$ cat src/rtl/i2s_pkg.sv
// Shared types and constants for the I2S transmit scheduler.
package i2s_pkg;

  localparam int I2S_DATA_W = 24;
  localparam int I2S_SLOT_W = 32;

  typedef struct packed {
    logic [I2S_DATA_W-1:0] left;
    logic [I2S_DATA_W-1:0] right;
  } stereo_sample_t;

  typedef enum logic {IDLE, RUN} sched_state_t;

endpackage

$ cat src/rtl/i2s_tx_scheduler_if.sv
// Stereo sample stream from the effects chain into the TX scheduler.
interface i2s_tx_scheduler_if #(
  parameter int DATA_W = i2s_pkg::I2S_DATA_W
);
  logic              s_valid;
  logic              s_ready;
  logic [DATA_W-1:0] s_left;
  logic [DATA_W-1:0] s_right;

  modport master (output s_valid, output s_left, output s_right, input s_ready);
  modport slave  (input s_valid, input s_left, input s_right, output s_ready);
endinterface

$ cat src/rtl/i2s_frame_counter.sv
// Frame timing: IDLE/RUN state, slot counter, lrclk and the boundary/mid strobes.
module i2s_frame_counter
  import i2s_pkg::*;
#(
  parameter int SLOT_W = I2S_SLOT_W
) (
  input  logic sclk,
  input  logic rst,
  input  logic enable,
  output logic lrclk,
  output logic frame_start,
  output logic boundary,
  output logic mid
);
  localparam int CNT_W = $clog2(2*SLOT_W);
  localparam logic [CNT_W-1:0] CNT_MID  = CNT_W'(SLOT_W-1);
  localparam logic [CNT_W-1:0] CNT_LAST = CNT_W'(2*SLOT_W-1);

  sched_state_t     state;
  logic [CNT_W-1:0] cnt;

  // A boundary is either the last cycle of a frame or the IDLE->RUN launch.
  assign boundary = (state == IDLE) ? enable : (cnt == CNT_LAST);
  assign mid      = (state == RUN) && (cnt == CNT_MID);

  // Frame FSM; enable only matters on boundaries so a frame always completes.
  always_ff @(posedge sclk) begin
    if (rst) begin
      state       <= IDLE;
      cnt         <= '0;
      lrclk       <= 1'b0;
      frame_start <= 1'b0;
    end else begin
      frame_start <= 1'b0;
      if (boundary) begin
        cnt         <= '0;
        lrclk       <= 1'b0;
        state       <= enable ? RUN : IDLE;
        frame_start <= enable;
      end else if (state == RUN) begin
        cnt <= cnt + 1'b1;
        if (mid) lrclk <= 1'b1;
      end
    end
  end

endmodule

$ cat src/rtl/i2s_tx_scheduler.sv
// I2S TX frame scheduler: one-deep pair buffer, active pair, underrun policy, tx_data mux.
module i2s_tx_scheduler
  import i2s_pkg::*;
#(
  parameter int DATA_W        = I2S_DATA_W,
  parameter int SLOT_W        = I2S_SLOT_W,
  parameter int UNDERRUN_MODE = 0
) (
  input  logic              sclk,
  input  logic              rst,
  input  logic              enable,
  i2s_tx_scheduler_if.slave s,
  output logic              lrclk,
  output logic [DATA_W-1:0] tx_data,
  output logic              frame_start,
  output logic              underrun,
  output logic [15:0]       underrun_count
);
  stereo_sample_t pend;
  stereo_sample_t active;
  logic           pend_v;
  logic           boundary;
  logic           mid;
  logic           accept;

  i2s_frame_counter #(.SLOT_W(SLOT_W)) u_frame_counter (
    .sclk        (sclk),
    .rst         (rst),
    .enable      (enable),
    .lrclk       (lrclk),
    .frame_start (frame_start),
    .boundary    (boundary),
    .mid         (mid)
  );

  // Pend is the only entry point; ready stays low until a boundary drains it.
  assign s.s_ready = !pend_v && !rst;
  assign accept    = s.s_valid && s.s_ready;

  // Buffer fill/drain, underrun handling and the per-slot word select.
  always_ff @(posedge sclk) begin
    if (rst) begin
      pend           <= '0;
      pend_v         <= 1'b0;
      active         <= '0;
      tx_data        <= '0;
      underrun       <= 1'b0;
      underrun_count <= '0;
    end else begin
      underrun <= 1'b0;
      // Accept only happens with pend empty, so it never collides with a drain.
      if (accept) begin
        pend   <= '{left: s.s_left, right: s.s_right};
        pend_v <= 1'b1;
      end
      if (boundary) begin
        if (!enable) begin
          tx_data <= '0;
        end else if (pend_v) begin
          active  <= pend;
          pend_v  <= 1'b0;
          tx_data <= pend.left;
        end else begin
          // A pair landing on this same edge is too late for this frame.
          underrun <= 1'b1;
          if (underrun_count != 16'hFFFF) underrun_count <= underrun_count + 16'd1;
          if (UNDERRUN_MODE == 0) begin
            active  <= '0;
            tx_data <= '0;
          end else begin
            tx_data <= active.left;
          end
        end
      end else if (mid) begin
        tx_data <= active.right;
      end
    end
  end

endmodule
$ cat src/flat_wrapper.sv
// flat-port wrapper written by rule: the top's interface ports become plain ports
module i2s_tx_scheduler_flat import i2s_pkg::*;
#(
  parameter int DATA_W        = I2S_DATA_W,
  parameter int SLOT_W        = I2S_SLOT_W,
  parameter int UNDERRUN_MODE = 0
)
  (sclk, rst, enable, lrclk, tx_data, frame_start, underrun, underrun_count, s_s_valid, s_s_left, s_s_right, s_s_ready);
  i2s_tx_scheduler_if #(.DATA_W(DATA_W)) s_i ();
  input  logic sclk;
  input  logic rst;
  input  logic enable;
  output logic lrclk;
  output logic [DATA_W-1:0] tx_data;
  output logic frame_start;
  output logic underrun;
  output logic [15:0] underrun_count;
  input wire logic [$bits(s_i.s_valid)-1:0] s_s_valid;
  input wire logic [$bits(s_i.s_left)-1:0] s_s_left;
  input wire logic [$bits(s_i.s_right)-1:0] s_s_right;
  output wire logic [$bits(s_i.s_ready)-1:0] s_s_ready;
  assign s_i.s_valid = s_s_valid;
  assign s_i.s_left = s_s_left;
  assign s_i.s_right = s_s_right;
  assign s_s_ready = s_i.s_ready;
  i2s_tx_scheduler #(.DATA_W(DATA_W), .SLOT_W(SLOT_W), .UNDERRUN_MODE(UNDERRUN_MODE)) u_core (.sclk(sclk), .rst(rst), .enable(enable), .s(s_i), .lrclk(lrclk), .tx_data(tx_data), .frame_start(frame_start), .underrun(underrun), .underrun_count(underrun_count));
endmodule
$ cat config.mk
export PLATFORM = sky130hd
export DESIGN_NAME = i2s_tx_scheduler_flat
export DESIGN_NICKNAME = d
export VERILOG_FILES = /design/src/rtl/i2s_pkg.sv /design/src/rtl/i2s_tx_scheduler_if.sv /design/src/rtl/i2s_frame_counter.sv /design/src/rtl/i2s_tx_scheduler.sv /design/src/flat_wrapper.sv
export SDC_FILE = /design/constraint.sdc
export NUM_CORES = 1
export LEC_CHECK = 0
export BUFFER_PORTS_ARGS = -buffer_cell sky130_fd_sc_hd__buf_2
export CAP_MARGIN = 20
export CORE_AREA = 5 5 101 103
export CTS_BUF_LIST = sky130_fd_sc_hd__clkbuf_8 sky130_fd_sc_hd__clkbuf_16
export DETAILED_ROUTE_END_ITERATION = 10
export DIE_AREA = 0 0 106 108
export PLACE_DENSITY_LB_ADDON = 0.3
export SLEW_MARGIN = 10
export SYNTH_ARGS = -nofsm -noshare
export SYNTH_HDL_FRONTEND = slang
export SYNTH_HIERARCHICAL = 1
export SYNTH_SLANG_ARGS = --single-unit
$ cat constraint.sdc
create_clock -name sclk -period 3.1 [get_ports sclk]
set_input_delay 0.62 -clock sclk [delete_from_list [all_inputs] [get_ports sclk]]
set_output_delay 0.62 -clock sclk [all_outputs]
set_load 0.03 [all_outputs]
==> run_results.csv, run 1 <==
group,metric,value,unit
placement,preCtsSetupSlack,689,ps
global_routing,grt_pass1_wl,21.0,mm
layout,nNetsFinal,756,
placement,dpl-instance-area,5420,sq um
clock_tree,htree_levels,4,
detailed_routing,drc,0,
floorplan,die_w,106,um
logic_synthesis,yosys_warnings,6,
global_routing,track_usage,22.6,%
worst_setup_path,crit_path_start_kind,"register",
layout,final_util,66.0,%
timing,tightest_slew,879,ps
detailed_routing,ant_nets,0,
placement,place_congestion,0.836,
clock_tree,clkTransAtPathRegs,60,ps
pwr,combPwrFrac,7.7,%
detailed_routing,drtIter0Drc,243,
global_routing,grt_max_degree,58,
timing,fmax,392,MHz
worst_setup_path,reg2reg_setup_slack,550,ps
worst_setup_path,ff2ff_path_depth,7,
pwr,p_sw,0.000926,W
run_status,status,"finished, final reports clean",
timing,hold_viol_final,0,
timing,final.setup.tns,0,ps
worst_setup_path,crit_chain,"ha_1, nand3_2, o21ai_2, buf_4, and2_1, nand3_1, a21oi_1",
layout,design_area,6010,sq um
detailed_routing,vias_per_cell,5.47,
logic_synthesis,yosysSeqAreaShare,50.3,%
detailed_routing,routed_wl,12.6,mm
pwr,p_sw_share,23.5,%
floorplan,rows,35,
timing,maxSlewHeadroom,41.4,%
clock_tree,hold_buffers,0,
floorplan,dieArea,11400,sq um
layout,diodes,0,
clock_tree,numCtsBuffers,17,
global_routing,grt_overflow_total,0,
placement,io_buffers,95,
clock_tree,clk_latency,500,ps
detailed_routing,vias,4521,
pwr,powerDensity,655,nW/um^2
worst_setup_path,crit_slowest_cell,"and2_1",
clock_tree,clock-sinks,123,
logic_synthesis,synth_edf_count,0,
worst_setup_path,cp-end-kind,"register",
pwr,power.leakage,2.36,nW
placement,hpwl,8.42,mm
layout,fill_cells,771,
clock_tree,cts_tree,"done",
pwr,p_clk_share,49.1,%
worst_setup_path,critPathArrivalTime,2980,ps
pwr,max-vdd-ir-drop,0.388,mV
worst_setup_path,setup.worst_path.end,"u_core/active[10]$_SDFFE_PP0N_",
worst_setup_path,crit_path_max_incr_delay,760,ps
timing,setup_viol,0,
logic_synthesis,syn_inst,623,
worst_setup_path,crit_buf_inv,1,
clock_tree,clock-root-buffer,"clkbuf_8",
worst_setup_path,cp.depth,7,
global_routing,grt_pass1_vias,4446,
logic_synthesis,ys_ff_latch,123,
pwr,p_int,0.00301,W
timing,final.period_utilization,82.3,%
logic_synthesis,postSynthAreaPerCell,7.85,sq um
detailed_routing,wl_per_cell,15.2,um
floorplan,die_y,108,um
hold_path,worst_hold_path_type,"input port to register",
logic_synthesis,syn_area,4890,sq um
timing,clock_skew,4.70,ps
flow_run,max_cap_viol_count,0,
timing,worst_slack,547,ps
clock_tree,cts-resized-gates,0,
clock_tree,post_cts.repair.setup_buffers,0,
floorplan,io_pins,96,
worst_setup_path,critPathRequiredTime,3530,ps
worst_setup_path,cp_max_fo,28,
global_routing,antenna_found_initial,0,
logic_synthesis,syn_nets,677,
layout,drive_gt1_share,21.7,%
layout,area_growth,22.9,%
clock_tree,cts_buffer_depth,2,
worst_setup_path,timing.rr.end,"u_core/active[10]$_SDFFE_PP0N_",
logic_synthesis,synth_top_flop_cell,"dfxtp_1",
timing,grt_setup_unrepaired,"false",
timing,period_needed,2550,ps
worst_setup_path,startpoint,"u_core/u_frame_counter/cnt[0]$_SDFFE_PP0P_",
worst_setup_path,criticalPathCategory,"register to register",
logic_synthesis,ys_types,46,
floorplan,initial_core_util,53.7,%
worst_setup_path,r2r-start,"u_core/u_frame_counter/cnt[0]$_SDFFE_PP0P_",
pwr,seqPwrFrac,43.2,%
timing,slew_viol_final,0,
worst_setup_path,critPathTopFamily,"simple AND/OR/NAND/NOR gates",
floorplan,core,9110,sq um
detailed_routing,dr.pass1.iters,5,
logic_synthesis,synth-async-reset-ratio,0,%
## state kept, by name, summed over array words and instances, names as in the netlist
| register | count |
|---|---|
| u_core/u_frame_counter/state | 1 |
| u_core/u_frame_counter/lrclk | 1 |
| u_core/u_frame_counter/frame_start | 1 |
| u_core/active | 24 |
| u_core/underrun | 1 |
| u_core/underrun_count | 16 |
| u_core/pend | 48 |
| u_core/tx_data | 24 |
| u_core/pend_v | 1 |
| u_core/u_frame_counter/cnt | 6 |
## power by group through the flow
stage               registers (W)  logic [W]  clock network [W]
floorplan                 0.00176   0.000158                  0
global placement          0.00173   0.000294                  0
detailed placement        0.00173   0.000301                  0
CTS                       0.00170   0.000304            0.00195
global route              0.00171   0.000339            0.00204
finish                    0.00170   0.000304            0.00193
## worst min path at each step
stage                                               from                             end  slack, ps  cells past startpoint
after global placement    u_core/active[21]$_SDFFE_PP0N_  u_core/active[21]$_SDFFE_PP0N_        440                      2
after CTS                                   s_s_right[4]     u_core/pend[4]$_SDFFE_PP0P_        300                      3
after global routing                        s_s_right[2]     u_core/pend[2]$_SDFFE_PP0P_        300                      3
after detailed placement   u_core/active[3]$_SDFFE_PP0N_   u_core/active[3]$_SDFFE_PP0N_        450                      2
after floorplan            u_core/active[0]$_SDFFE_PP0N_   u_core/active[0]$_SDFFE_PP0N_        430                      2
final                                       s_s_right[4]     u_core/pend[4]$_SDFFE_PP0P_        310                      3
## synthesized netlist by cell type, types with 2 or more instances
master,n,area [sq um]
o21ai_0,53,265
dfxtp_1,123,2460
or3_1,4,25.0
nand2b_1,2,12.5
nand3_1,29,145
xor2_1,3,26.3
mux2_2,2,22.5
nor4_1,2,12.5
nand2_1,128,480
o41ai_1,3,26.3
nand4_1,4,25.0
and2_1,2,12.5
clkbuf_1,42,158
nor3_1,29,145
or4_2,2,17.5
a21oi_1,84,420
or4_1,6,45.0
a211oi_1,2,15.0
nor2b_1,3,18.8
ha_1,2,25.0
inv_1,31,116
buf_1,3,11.3
or2_2,3,18.8
o31ai_1,7,52.6
nor2_1,33,124
## worst reg2reg max path, cell delays in order (launching register included)
cell	delay [ps]
dfxtp_1	380
ha_1	240
nand3_2	160
o21ai_2	230
buf_4	320
and2_1	760
nand3_1	220
a21oi_1	170
## final cells by class
cell class | count | area, sq um | area share [%]
multi-input combinational | 422 | 2140 | 35.6
inverter | 32 | 120 | 2.00
timing repair buffer | 106 | 558 | 9.29
clock buffer | 19 | 442 | 7.35
tap | 111 | 139 | 2.31
sequential | 123 | 2460 | 41.0
clock inverter | 13 | 151 | 2.52
## cells by family (layout without fill, tap and decap cells)
| group | Yosys count | count (layout) | synth area share (%) |
|---|---|---|---|
| AOI/OAI and AO/OA | 155 | 155 | 17.2 |
| xor gates and xnor gates | 4 | 4 | 0.716 |
| adders and majority gates | 2 | 2 | 0.512 |
| buffers and inverters | 78 | 170 | 6.06 |
| DFF | 123 | 123 | 50.3 |
| muxes | 4 | 4 | 0.895 |
| and+or+nand+nor | 257 | 257 | 24.3 |
## cells in the final DEF, fill, tap and decap left out, types with 4 or more instances in the layout
| master | n |
|---|---|
| nand3_1 | 29 |
| inv_1 | 33 |
| nand2_1 | 128 |
| a21oi_1 | 84 |
| clkinvlp_4 | 4 |
| o31ai_1 | 7 |
| or3_1 | 4 |
| clkbuf_16 | 16 |
| buf_2 | 95 |
| nand4_1 | 4 |
| dfxtp_1 | 123 |
| buf_4 | 11 |
| o21ai_0 | 52 |
| or4_1 | 6 |
| nor2_1 | 33 |
| nor3_1 | 29 |
## stage by stage
| stage | instances | hold WS, ps | total power [W] |
|---|---|---|---|
| 2_1_floorplan | 623 | 432 | 0.00192 |
| 3_3_place_gp | 794 | 440 | 0.00202 |
| 3_5_place_dp | 794 | 446 | 0.00203 |
| 4_1_cts | 826 | 295 | 0.00396 |
| 5_1_grt | 826 | 305 | 0.00409 |
| 6_report | 826 | 312 | 0.00394 |
## routing by layer
layer / track usage (%) / share of wire (%)
met5: 0 / 0
met2: 35.7 / 47
met4: 8.42 / 1.0
met1: 30.2 / 45
met3: 5.43 / 6.5
Note: power is estimated with default switching activity, not from simulation.
==> run 2, diff against run 1 <==
clock period = 2.6 ns   (was 3.1 ns; I/O delays follow)
==> run 2 against run 1 <==
Total power rose by 21%. Clock power is 22% higher. Register-to-register slack got worse by 380 ps. Maximum frequency rose by 4.8%. Non-clock buffer count is 3 higher. Die area is the same. Clock-buffer cell count increased by 1. Hold slack worse by 110 ps. Flip-flop and latch count unchanged. Critical path type unchanged. Largest power group unchanged.
==> run_results.csv, run 2 (synthesis results as in run 1) <==
group,metric,value,unit
clock_tree,numCtsBuffers,17,
timing,period_needed,2440,ps
placement,io_buffers,95,
detailed_routing,ant_nets,0,
hold_path,hold_start,"s_s_left[4]",
pwr,p_sw,0.00113,W
floorplan,core,9110,sq um
hold_path,whs_path_depth,3,
worst_setup_path,critPathRequiredTime,2990,ps
timing,whs,203,ps
global_routing,grt_overflow_total,0,
pwr,combPwrFrac,7.7,%
floorplan,die_w,106,um
detailed_routing,drc,0,
timing,slew_viol_final,0,
detailed_routing,vias_per_cell,5.46,
clock_tree,post_cts.repair.setup_buffers,0,
pwr,power,0.00475,W
layout,layout_commonest_cell,"nand2_1",
pwr,powerDensity,786,nW/um^2
detailed_routing,drtIter0Drc,307,
clock_tree,clkTransAtPathRegs,60,ps
layout,top_register,"u_core/pend",
layout,diodes,0,
clock_tree,hold_buffers,0,
layout,largest_reg_flops,48,
worst_setup_path,critPathArrivalTime,2830,ps
global_routing,grt_max_degree,61,
global_routing,track_usage,22.4,%
clock_tree,htree_levels,4,
timing,worst_slack,164,ps
floorplan,io_pins,96,
layout,nNetsFinal,759,
pwr,p_sw_share,23.7,%
layout,top_regs,"u_core/pend: 48 flops, u_core/active: 24 flops, u_core/tx_data: 24 flops",
clock_tree,cts_tree,"done",
clock_tree,cts-resized-gates,0,
hold_path,worst_hold_path_type,"input port to register",
timing,fmax,411,MHz
flow_run,max_cap_viol_count,0,
worst_setup_path,criticalPathCategory,"register to register",
pwr,max-vdd-ir-drop,0.581,mV
floorplan,die_y,108,um
worst_setup_path,cp_max_fo,6,
worst_setup_path,ff2ff_path_depth,7,
worst_setup_path,cp-end-kind,"register",
pwr,p_clk_share,49.6,%
hold_path,worstHoldEndpoint,"u_core/pend[28]$_SDFFE_PP0P_",
floorplan,rows,35,
worst_setup_path,reg2reg_setup_slack,160,ps
timing,maxSlewHeadroom,60.8,%
detailed_routing,dr.pass1.iters,5,
global_routing,antenna_found_initial,0,
placement,place_congestion,0.831,
detailed_routing,wl_per_cell,15.0,um
clock_tree,clk_latency,510,ps
clock_tree,clock-sinks,123,
worst_setup_path,crit_chain,"ha_1, nand3_2, o21ai_2, nand4_1, or4_4, a2111oi_2, mux2_1",
timing,clock_skew,7.27,ps
timing,setup_viol,0,
floorplan,initial_core_util,53.7,%
layout,area_growth,23.5,%
run_status,status,"finished, final reports clean",
global_routing,grt_pass1_wl,20.6,mm
worst_setup_path,crit_path_max_incr_delay,470,ps
layout,drive_gt1_share,22.0,%
pwr,seqPwrFrac,42.7,%
timing,final.period_utilization,93.7,%
worst_setup_path,crit_slowest_cell,"or4_4",
timing,tightest_slew,582,ps
floorplan,dieArea,11400,sq um
worst_setup_path,crit_path_start_kind,"register",
placement,preCtsSetupSlack,186,ps
clock_tree,clock-root-buffer,"clkbuf_8",
placement,hpwl,8.25,mm
timing,final.setup.tns,0,ps
clock_tree,cts_buffer_depth,2,
layout,layout_common_cells,"nand2_1, dfxtp_1, buf_2",
detailed_routing,routed_wl,12.5,mm
worst_setup_path,r2r-start,"u_core/u_frame_counter/cnt[0]$_SDFFE_PP0P_",
pwr,p_int,0.00362,W
timing,hold_viol_final,0,
pwr,power.leakage,2.38,nW
worst_setup_path,timing.rr.end,"u_core/underrun_count[13]$_SDFFE_PP0P_",
detailed_routing,vias,4527,
timing,grt_setup_unrepaired,"false",
global_routing,grt_pass1_vias,4422,
## run 2: layout make-up
| cell class | count | area, sq um |
|---|---|---|
| flip-flops and latches | 123 | 2460 |
| inverters | 32 | 120 |
| repair buffers | 109 | 581 |
| fillers | 742 | 3070 |
| multi-input cells | 422 | 2140 |
| well taps | 111 | 139 |
| clock buffers | 20 | 455 |
| clock inverters | 12 | 146 |
## run 2: worst max-delay path: cells and delay by family (launching register included)
kind                       cells  cell delay, ps
adders and majority gates      1             230
muxes                          1             350
AOI/OAI and AO/OA              2             590
and+or+nand+nor                3             750
DFF                            1             380
## run 2: how the worst max path moves through the flow
stage	slack (ps)	end	from
6_report	160	u_core/underrun_count[13]$_SDFFE_PP0P_	u_core/u_frame_counter/cnt[0]$_SDFFE_PP0P_
3_5_place_dp	190	u_core/underrun_count[13]$_SDFFE_PP0P_	u_core/u_frame_counter/cnt[0]$_SDFFE_PP0P_
3_3_place_gp	280	u_core/underrun_count[13]$_SDFFE_PP0P_	u_core/u_frame_counter/cnt[0]$_SDFFE_PP0P_
5_1_grt	30	u_core/underrun_count[13]$_SDFFE_PP0P_	u_core/u_frame_counter/cnt[0]$_SDFFE_PP0P_
4_1_cts	170	u_core/underrun_count[13]$_SDFFE_PP0P_	u_core/u_frame_counter/cnt[0]$_SDFFE_PP0P_
2_1_floorplan	270	u_core/underrun_count[13]$_SDFFE_PP0P_	u_core/u_frame_counter/cnt[0]$_SDFFE_PP0P_
## run 2: metal layers
| metal | wire, um | track usage, % | vias up |
|---|---|---|---|
| li1 | - | - | 2271 |
| met1 | 5680 | 28.6 | 2080 |
| met2 | 5810 | 37.3 | 157 |
| met3 | 740 | 4.78 | 19 |
| met4 | 222 | 8.88 | 0 |
| met5 | 0 | 0 | - |
## run 2: stage by stage
stage	utilization, %	cell area, sq um	std cells
after floorplan	-	4890	623
after global placement	59.7	5440	797
after detailed placement	59.7	5440	797
after CTS	66.3	6040	829
after global routing	66.3	6040	829
final	66.3	6040	829
## run 2: power groups by stage
stage	registers (W)	clock network (W)	logic (W)
after global placement	0.00206	0	0.000353
after CTS	0.00203	0.00238	0.000364
after floorplan	0.00210	0	0.000188
after global routing	0.00203	0.00247	0.000404
after detailed placement	0.00206	0	0.000360
final	0.00203	0.00236	0.000364
